==> src/rtl/ahb_pkg.sv <==
// Shared AHB encodings and the SRAM slave's data-phase state type.
// Also imported by the DMA master and benches that talk to the slave.
package ahb_pkg;

    localparam logic [1:0] HTRANS_IDLE   = 2'b00;
    localparam logic [1:0] HTRANS_BUSY   = 2'b01;
    localparam logic [1:0] HTRANS_NONSEQ = 2'b10;
    localparam logic [1:0] HTRANS_SEQ    = 2'b11;

    localparam logic [2:0] HSIZE_BYTE = 3'b000;
    localparam logic [2:0] HSIZE_HALF = 3'b001;
    localparam logic [2:0] HSIZE_WORD = 3'b010;

    localparam logic [1:0] HRESP_OKAY  = 2'b00;
    localparam logic [1:0] HRESP_ERROR = 2'b01;

    typedef enum logic [2:0] {
        DP_IDLE   = 3'd0,
        DP_WAIT   = 3'd1,
        DP_RD_REQ = 3'd2,
        DP_RD_RSP = 3'd3,
        DP_WR     = 3'd4,
        DP_ERR1   = 3'd5,
        DP_ERR2   = 3'd6
    } dp_state_t;

endpackage

==> src/rtl/ahb_be_gen.sv <==
// Little-endian byte-lane decode for an AHB transfer, plus alignment/size legality.
module ahb_be_gen
    import ahb_pkg::*;
(
    input  logic [1:0] addr_lo,
    input  logic [2:0] size,
    output logic [3:0] be,
    output logic       illegal
);

    always_comb begin
        be      = '0;
        illegal = 1'b0;
        case (size)
            HSIZE_BYTE: be = 4'b0001 << addr_lo;
            HSIZE_HALF: begin
                be      = addr_lo[1] ? 4'b1100 : 4'b0011;
                illegal = addr_lo[0];
            end
            HSIZE_WORD: begin
                be      = '1;
                illegal = |addr_lo;
            end
            default: illegal = 1'b1;
        endcase
    end

endmodule

==> src/rtl/ahb_sram_slave.sv <==
// AHB responder in front of a single-port SRAM with one-cycle read latency.
// Address phase is captured on accept; all SRAM traffic happens in the data phase.
module ahb_sram_slave
    import ahb_pkg::*;
#(
    parameter int unsigned ADDR_W      = 10,
    parameter int unsigned WAIT_STATES = 0
) (
    input  logic              I_HCLK,
    input  logic              I_HRESET_N,
    input  logic              I_HSEL,
    input  logic [31:0]       I_HADDR,
    input  logic [1:0]        I_HTRANS,
    input  logic              I_HWRITE,
    input  logic [2:0]        I_HSIZE,
    input  logic [2:0]        I_HBURST,
    input  logic [31:0]       I_HWDATA,
    input  logic              I_HREADY,
    output logic              O_HREADYOUT,
    output logic [1:0]        O_HRESP,
    output logic [31:0]       O_HRDATA,
    output logic              O_MEM_CE,
    output logic              O_MEM_WE,
    output logic [ADDR_W-1:0] O_MEM_ADDR,
    output logic [3:0]        O_MEM_BE,
    output logic [31:0]       O_MEM_WDATA,
    input  logic [31:0]       I_MEM_RDATA
);

    localparam logic [3:0] WAIT_LOAD = (WAIT_STATES != 0) ? 4'(WAIT_STATES - 1) : 4'd0;

    dp_state_t         state_q, state_d;
    logic [3:0]        cnt_q, cnt_d;
    logic [ADDR_W-1:0] addr_q, addr_d;
    logic              write_q, write_d;
    logic [3:0]        be_q, be_d;

    logic       accept;
    logic [3:0] gen_be;
    logic       gen_illegal;

    // Burst type and upper address bits carry no information for this slave.
    logic unused_inputs;
    assign unused_inputs = ^{I_HBURST, I_HADDR[31:ADDR_W+2], I_HTRANS[0]};

    ahb_be_gen u_be_gen (
        .addr_lo (I_HADDR[1:0]),
        .size    (I_HSIZE),
        .be      (gen_be),
        .illegal (gen_illegal)
    );

    assign accept = I_HSEL & I_HREADY & I_HTRANS[1];

    always_comb begin
        state_d = state_q;
        cnt_d   = cnt_q;
        addr_d  = addr_q;
        write_d = write_q;
        be_d    = be_q;
        case (state_q)
            DP_WAIT: begin
                if (cnt_q == '0) begin
                    state_d = write_q ? DP_WR : DP_RD_REQ;
                end else begin
                    cnt_d = cnt_q - 4'd1;
                end
            end
            DP_RD_REQ: state_d = DP_RD_RSP;
            DP_ERR1:   state_d = DP_ERR2;
            default: begin
                // Ready states double as the next address phase, giving back-to-back pipelining.
                if (accept) begin
                    addr_d  = I_HADDR[ADDR_W+1:2];
                    write_d = I_HWRITE;
                    be_d    = gen_be;
                    if (gen_illegal) begin
                        state_d = DP_ERR1;
                    end else if (WAIT_STATES != 0) begin
                        state_d = DP_WAIT;
                        cnt_d   = WAIT_LOAD;
                    end else begin
                        state_d = I_HWRITE ? DP_WR : DP_RD_REQ;
                    end
                end else begin
                    state_d = DP_IDLE;
                end
            end
        endcase
    end

    always_ff @(posedge I_HCLK or negedge I_HRESET_N) begin
        if (!I_HRESET_N) begin
            state_q <= DP_IDLE;
            cnt_q   <= '0;
            addr_q  <= '0;
            write_q <= 1'b0;
            be_q    <= '0;
        end else begin
            state_q <= state_d;
            cnt_q   <= cnt_d;
            addr_q  <= addr_d;
            write_q <= write_d;
            be_q    <= be_d;
        end
    end

    always_comb begin
        O_HREADYOUT = 1'b1;
        O_HRESP     = HRESP_OKAY;
        O_HRDATA    = '0;
        O_MEM_CE    = 1'b0;
        O_MEM_WE    = 1'b0;
        O_MEM_BE    = '0;
        case (state_q)
            DP_WAIT: O_HREADYOUT = 1'b0;
            DP_RD_REQ: begin
                O_HREADYOUT = 1'b0;
                O_MEM_CE    = 1'b1;
            end
            DP_RD_RSP: O_HRDATA = I_MEM_RDATA;
            DP_WR: begin
                O_MEM_CE = 1'b1;
                O_MEM_WE = 1'b1;
                O_MEM_BE = be_q;
            end
            DP_ERR1: begin
                O_HREADYOUT = 1'b0;
                O_HRESP     = HRESP_ERROR;
            end
            DP_ERR2: O_HRESP = HRESP_ERROR;
            default: ;
        endcase
    end

    assign O_MEM_ADDR  = addr_q;
    assign O_MEM_WDATA = I_HWDATA;

endmodule

==> config.mk <==
export PLATFORM = sky130hd
export DESIGN_NAME = ahb_sram_slave
export DESIGN_NICKNAME = d
export VERILOG_FILES = /design/src/rtl/ahb_pkg.sv /design/src/rtl/ahb_be_gen.sv /design/src/rtl/ahb_sram_slave.sv
export SDC_FILE = /design/constraint.sdc
export NUM_CORES = 1
export LEC_CHECK = 0
export ABC_AREA = 0
export CORE_UTILIZATION = 27
export CTS_BUF_LIST = sky130_fd_sc_hd__clkbuf_8
export CTS_CLUSTER_SIZE = 28
export DETAILED_ROUTE_END_ITERATION = 7
export GPL_ROUTABILITY_DRIVEN = 0
export PLACE_DENSITY = 0.83
export SLEW_MARGIN = 20
export SYNTH_ARGS = -nofsm -noshare
export SYNTH_HDL_FRONTEND = slang
export SYNTH_SLANG_ARGS = --single-unit
==> constraint.sdc <==
create_clock -name I_HCLK -period 1.9 [get_ports I_HCLK]
set_clock_uncertainty 0.2 [all_clocks]
set_input_delay 0.57 -clock I_HCLK [delete_from_list [all_inputs] [get_ports I_HCLK]]
set_output_delay 0.57 -clock I_HCLK [all_outputs]
set_load 0.05 [all_outputs]
# --- After elaboration in Yosys (flattened, before gate mapping) ---
# Cells that the tools add are included.
# W data, S select, Z words.
classes:
  n_addsub: 1
  n_eq_ne: 9
  shift: 1
  n_mux: 15
  n_bitwise: 4
  n_reduce_logical: 8
ops:
  columns: ["op", "count"]
  rows:
  - ["$mux W32", 1]
  - ["$mux W3", 5]
  - ["$pmux W4 S3", 1]
  - ["$eq A3 B2 Y1 const B", 3]
  - ["$eq A3 B3 Y1 const B", 3]
  - ["$pmux W3 S3", 1]
  - ["$mux W4", 2]
  - ["$eq A3 B1 Y1 const B", 2]
  - ["$reduce_or A2 Y1", 3]
  - ["$logic_not A4 Y1", 1]
  - ["$mux W1", 4]
  - ["$reduce_and A2 Y1", 2]
  - ["$shl A1 B2 Y4 const A", 1]
  - ["$sub A4 B1 Y4 const B", 1]
  - ["$logic_not A3 Y1", 1]
  - ["$pmux W1 S3", 1]
  - ["$reduce_or A3 Y1", 1]
  - ["$and A1 B1 Y1", 2]
  - ["$ne A2 B2 Y1 const B", 1]
  - ["$not A1 Y1", 2]
word_totals:
  regBits: 22
  inputBits: 109
  out_inout_bits: 83
  elab_cells: 43

# --- Depth between registers and ports, before layout ---
logic_depth:
  word_depth: 5
  mapped_depth: 6
  depth_no_buf: 5

# --- Cells and area by module ---
# From an unflattened synthesis, not the netlist that was laid out.
hier_totals:
  cells_unflattened: 168
  area_unflattened_um2: 1637.8
modules_own_cells:
  columns: ["mod", "instances", "cells_each", "area_per_inst_um2", "seq_area_each_um2"]
  rows:
  - ["ahb_sram_slave", 1, 153, 1560.2, 550.5]
  - ["ahb_be_gen", 1, 15, 77.6, 0.0]

# --- Worst setup path after synthesis ---
# No wires, ideal clock.
synth_path:
  path_type: "register to output"
  from: "reg state_q[2]"
  to: "out O_MEM_BE[0]"
  arrival_time_ps: 2379
  t_required_ps: 1130
  path_slack_ps: -1249
  stages_incl_launch_ff: 4
  path_buffers: 1
  path_cell_list: "dfrtp_1 buf_2 nor3b_1 and2_1"
synth_via:
  elab_chain_len: 2
synth_lines:
  columns: ["item", "line_no", "rtl"]
  rows:
  - ["start: declaration", "ahb_sram_slave.sv:32", "dp_state_t state_q, state_d;"]
  - ["start signal: assignment", "ahb_sram_slave.sv:100", "state_q <= state_d;"]
  - ["$eq A3 B3 Y1", "ahb_sram_slave.sv:115", "case (state_q)"]
  - ["$mux W4", "ahb_sram_slave.sv:115", null]
  - ["end: declaration", "ahb_sram_slave.sv:25", "output logic [3:0] O_MEM_BE,"]
# Every way passes these cells.

# --- Worst setup path after layout ---
layout_path:
  from: "reg state_q[0]"
  to: "out O_HRDATA[22]"
layout_via:
  elab_chain_len: 2
layout_lines:
  columns: ["item", "line_no", "rtl"]
  rows:
  - ["$eq A3 B2 Y1", "ahb_sram_slave.sv:115", null]
  - ["$mux W32", "ahb_sram_slave.sv:115", null]
  - ["end: declaration", "ahb_sram_slave.sv:21", "output logic [31:0] O_HRDATA,"]
# Every way passes these cells.

==> metrics.txt <==
Synth top area share 0.3543; root buffer cell sky130_fd_sc_hd__clkbuf_8; Peak supply drop 0.8597 mV; most common library cells after synthesis 40 x sky130_fd_sc_hd__nand2_1, 36 x sky130_fd_sc_hd__and2_1, 33 x sky130_fd_sc_hd__buf_4, 22 x sky130_fd_sc_hd__dfrtp_1, 11 x sky130_fd_sc_hd__o21ai_0; min cycle time layout 2216 ps; total global routing overflow 0; post-synth net total 303; # DRC 0; most common flop cell mapped by yosys sky130_fd_sc_hd__dfrtp_1; placed inst area 3129 um^2; required time worst endpoint 1130 ps; die area 6063 um^2; fillers 454; layout cell share with drive strength beyond 1 0.4448; largest net degree at the start of global routing 33; final hold vios 0; drt pass-1 iters 4; aggregate global-route resource usage 0.1613; Final WS setup -315.9 ps; FF/Latch Area 553.0 um^2; start-to-end type of the worst setup path flip-flop to output pin; count of synthesis-stage warnings from yosys 0; clk_lat worst skew 270 ps; number of nets with antenna violations after detailed routing 0; Std-Cell Rows 27; library cell with the highest instance count after synthesis sky130_fd_sc_hd__nand2_1; global-route track usage on met1 0.1727; total of flip-flops plus latches after synthesis 22; Static Leakage 1.443 nW; Total Neg Setup Slack -11,200 ps; Synth Cell Area 1554 um^2; busiest layer in global routing met2; final-stage net count 392; detailed-route wire length per cell 14.54 um; fin area 3277 um^2; violated checks setup timing; highest achievable clock rate 451.3 MHz; result of the run finished, violations left; met3 track utilization from global routing 0.05176; Power Density 1232 nW/um^2; die height 77.87 um; dominant cell type by area after synthesis sky130_fd_sc_hd__dfrtp_1; antenna diode count 0; fin. max-slew vios 0; arrival time of data at the critical path endpoint 1450 ps; vias in the first global route 1,589; area of combinational cells with multiple inputs 860.8 um^2; average vias per placed instance 4.530; max capacitance violation total 0; first-pass GRT wire length 7728 um; type of element launching the critical path flip-flop; number of buffers created by CTS 3; io pins 192; clock tree from TritonCTS yes; crit share post-route 1.166; RSZ-0062 raised after global routing yes; number of enable-type register cells in the synthesized netlist 0; count of buffers from port buffering 102; average cell area after synthesis 8.052 um^2; crit path max fanout 16; leading cell types by total area after synthesis sky130_fd_sc_hd__dfrtp_1 35%, sky130_fd_sc_hd__buf_4 16%, sky130_fd_sc_hd__and2_1 14%; maximum buffer depth of the clock tree 2; violation count after the first detailed-route iteration 13; post-synthesis async set-or-reset flop share 1.000; number of cells produced by synthesis 193; final setup violating endpoints 40; post-DP HPWL 3972 um; Hold WC Path Type flip-flop to flip-flop; effective utilization at floorplan 0.2805; sinks on the clock net 22; width of the chip 77.87 um; Seq/Total Area, Yosys 0.3543; crit end category output pin; total number of vias 1,599; clk slew on worst S/H paths 90 ps; H-Tree Level Count 1; Synth-to-Final Area Change 110.9%; number of antenna violations at the first check in global routing 0; sum of routed wire length over all layers 5132 um; core outline area 5540 um^2; synth unique cells 28; fraction of met2 tracks used by global routing 0.3000
==> state kept, by name, summed over array words and instances (netlist names) <==
name        cells
state_q         3
be_q            4
write_q         1
cnt_q           4
O_MEM_ADDR     10
==> worst max-delay path, stage by stage (launching register included) <==
cell and delay, ps:
sky130_fd_sc_hd__dfrtp_2 440, sky130_fd_sc_hd__and3b_2 250, sky130_fd_sc_hd__clkbuf_16 180, sky130_fd_sc_hd__and2_4 160, sky130_fd_sc_hd__buf_12 140
==> through the flow <==
stage | util | setup slack [ps] | hold WS (ps) | total power, W | cells
3_5_place_dp | 0.5648 | -239.3 | 290.3 | 0.003614 | 344
6_report | 0.5915 | -315.9 | 301.0 | 0.004036 | 353
2_1_floorplan | - | -261.6 | 74.41 | 0.002371 | 193
3_3_place_gp | 0.5648 | -212.2 | 269.4 | 0.003557 | 344
4_1_cts | 0.5793 | -316.9 | 304.9 | 0.003984 | 350
5_1_grt | 0.5915 | -357.4 | 322.4 | 0.004212 | 353
==> power by group <==
group	internal, W	total [W]	switching [W]	leakage [nW]
logic	0.00147	0.00292	0.00145	1.13
clock network	0.000145	0.000303	0.000158	0.0269
registers	0.000650	0.000818	0.000168	0.282
total	0.00226	0.00404	0.00178	1.44
==> final cells by class <==
class / count / share of cell area
repair buffers: 122 / 0.5239
multi-input cells: 130 / 0.2627
flip-flops and latches: 22 / 0.1688
well taps: 72 / 0.02749
clock buffers: 3 / 0.01260
inverters: 3 / 0.003436
clock inverters: 1 / 0.001145
==> logic make-up (layout without fill, tap and decap cells) <==
group,after synthesis,after routing,synth area share
fa+ha+maj,1,1,0.008050
other cells,1,1,0.002413
simple gates,101,103,0.3446
flops,22,22,0.3543
mux,1,1,0.007246
buf+inv,43,129,0.1908
compound gates,21,21,0.07568
xor+xnor,3,3,0.01691
==> layer usage <==
| layer | part of all wire | vias up |
|---|---|---|
| met2 | 0.51 | 114 |
| met4 | 0.0088 | 0 |
| met1 | 0.36 | 729 |
| met3 | 0.11 | 5 |
| met5 | 0 | - |
| li1 | - | 751 |
==> repair_timing <==
action / in CTS / in global routing
resized for setup: 4 / 8
hold buffers: 0 / 0
gates cloned: 0 / 3
pin swaps: 7 / 3
setup buffers: 2 / 0
endpoints found under the setup margin: 40 / 48
==> worst paths after layout <==
path                             from       endpoint  slack [ps]  depth (start not counted)
setup reg to reg           state_q[1]     state_q[2]         100                          8
hold reg to reg               be_q[3]        be_q[3]         300                          2
setup / recovery           state_q[0]   O_HRDATA[22]        -320                          4
hold / removal                be_q[3]        be_q[3]         300                          2
max in group asynchronous  I_HRESET_N     state_q[1]         830                          2
min in group asynchronous  I_HRESET_N  O_MEM_ADDR[0]         430                          2
==> cell usage in the layout (no fill, tap or decap), types with 3 or more instances in the layout <==
master,synthesis,routed
sky130_fd_sc_hd__xnor2_1,3,3
sky130_fd_sc_hd__buf_12,0,51
sky130_fd_sc_hd__dfrtp_1,22,20
sky130_fd_sc_hd__nor2_1,9,8
sky130_fd_sc_hd__inv_1,3,4
sky130_fd_sc_hd__clkbuf_8,0,3
sky130_fd_sc_hd__buf_4,33,14
sky130_fd_sc_hd__a21oi_1,6,6
sky130_fd_sc_hd__o21ai_0,11,11
sky130_fd_sc_hd__clkdlybuf4s50_1,0,52
sky130_fd_sc_hd__or3_4,1,3
sky130_fd_sc_hd__buf_6,1,4
sky130_fd_sc_hd__nand2_1,40,40
sky130_fd_sc_hd__and2_4,0,36
(Power assumes the default switching activity.)
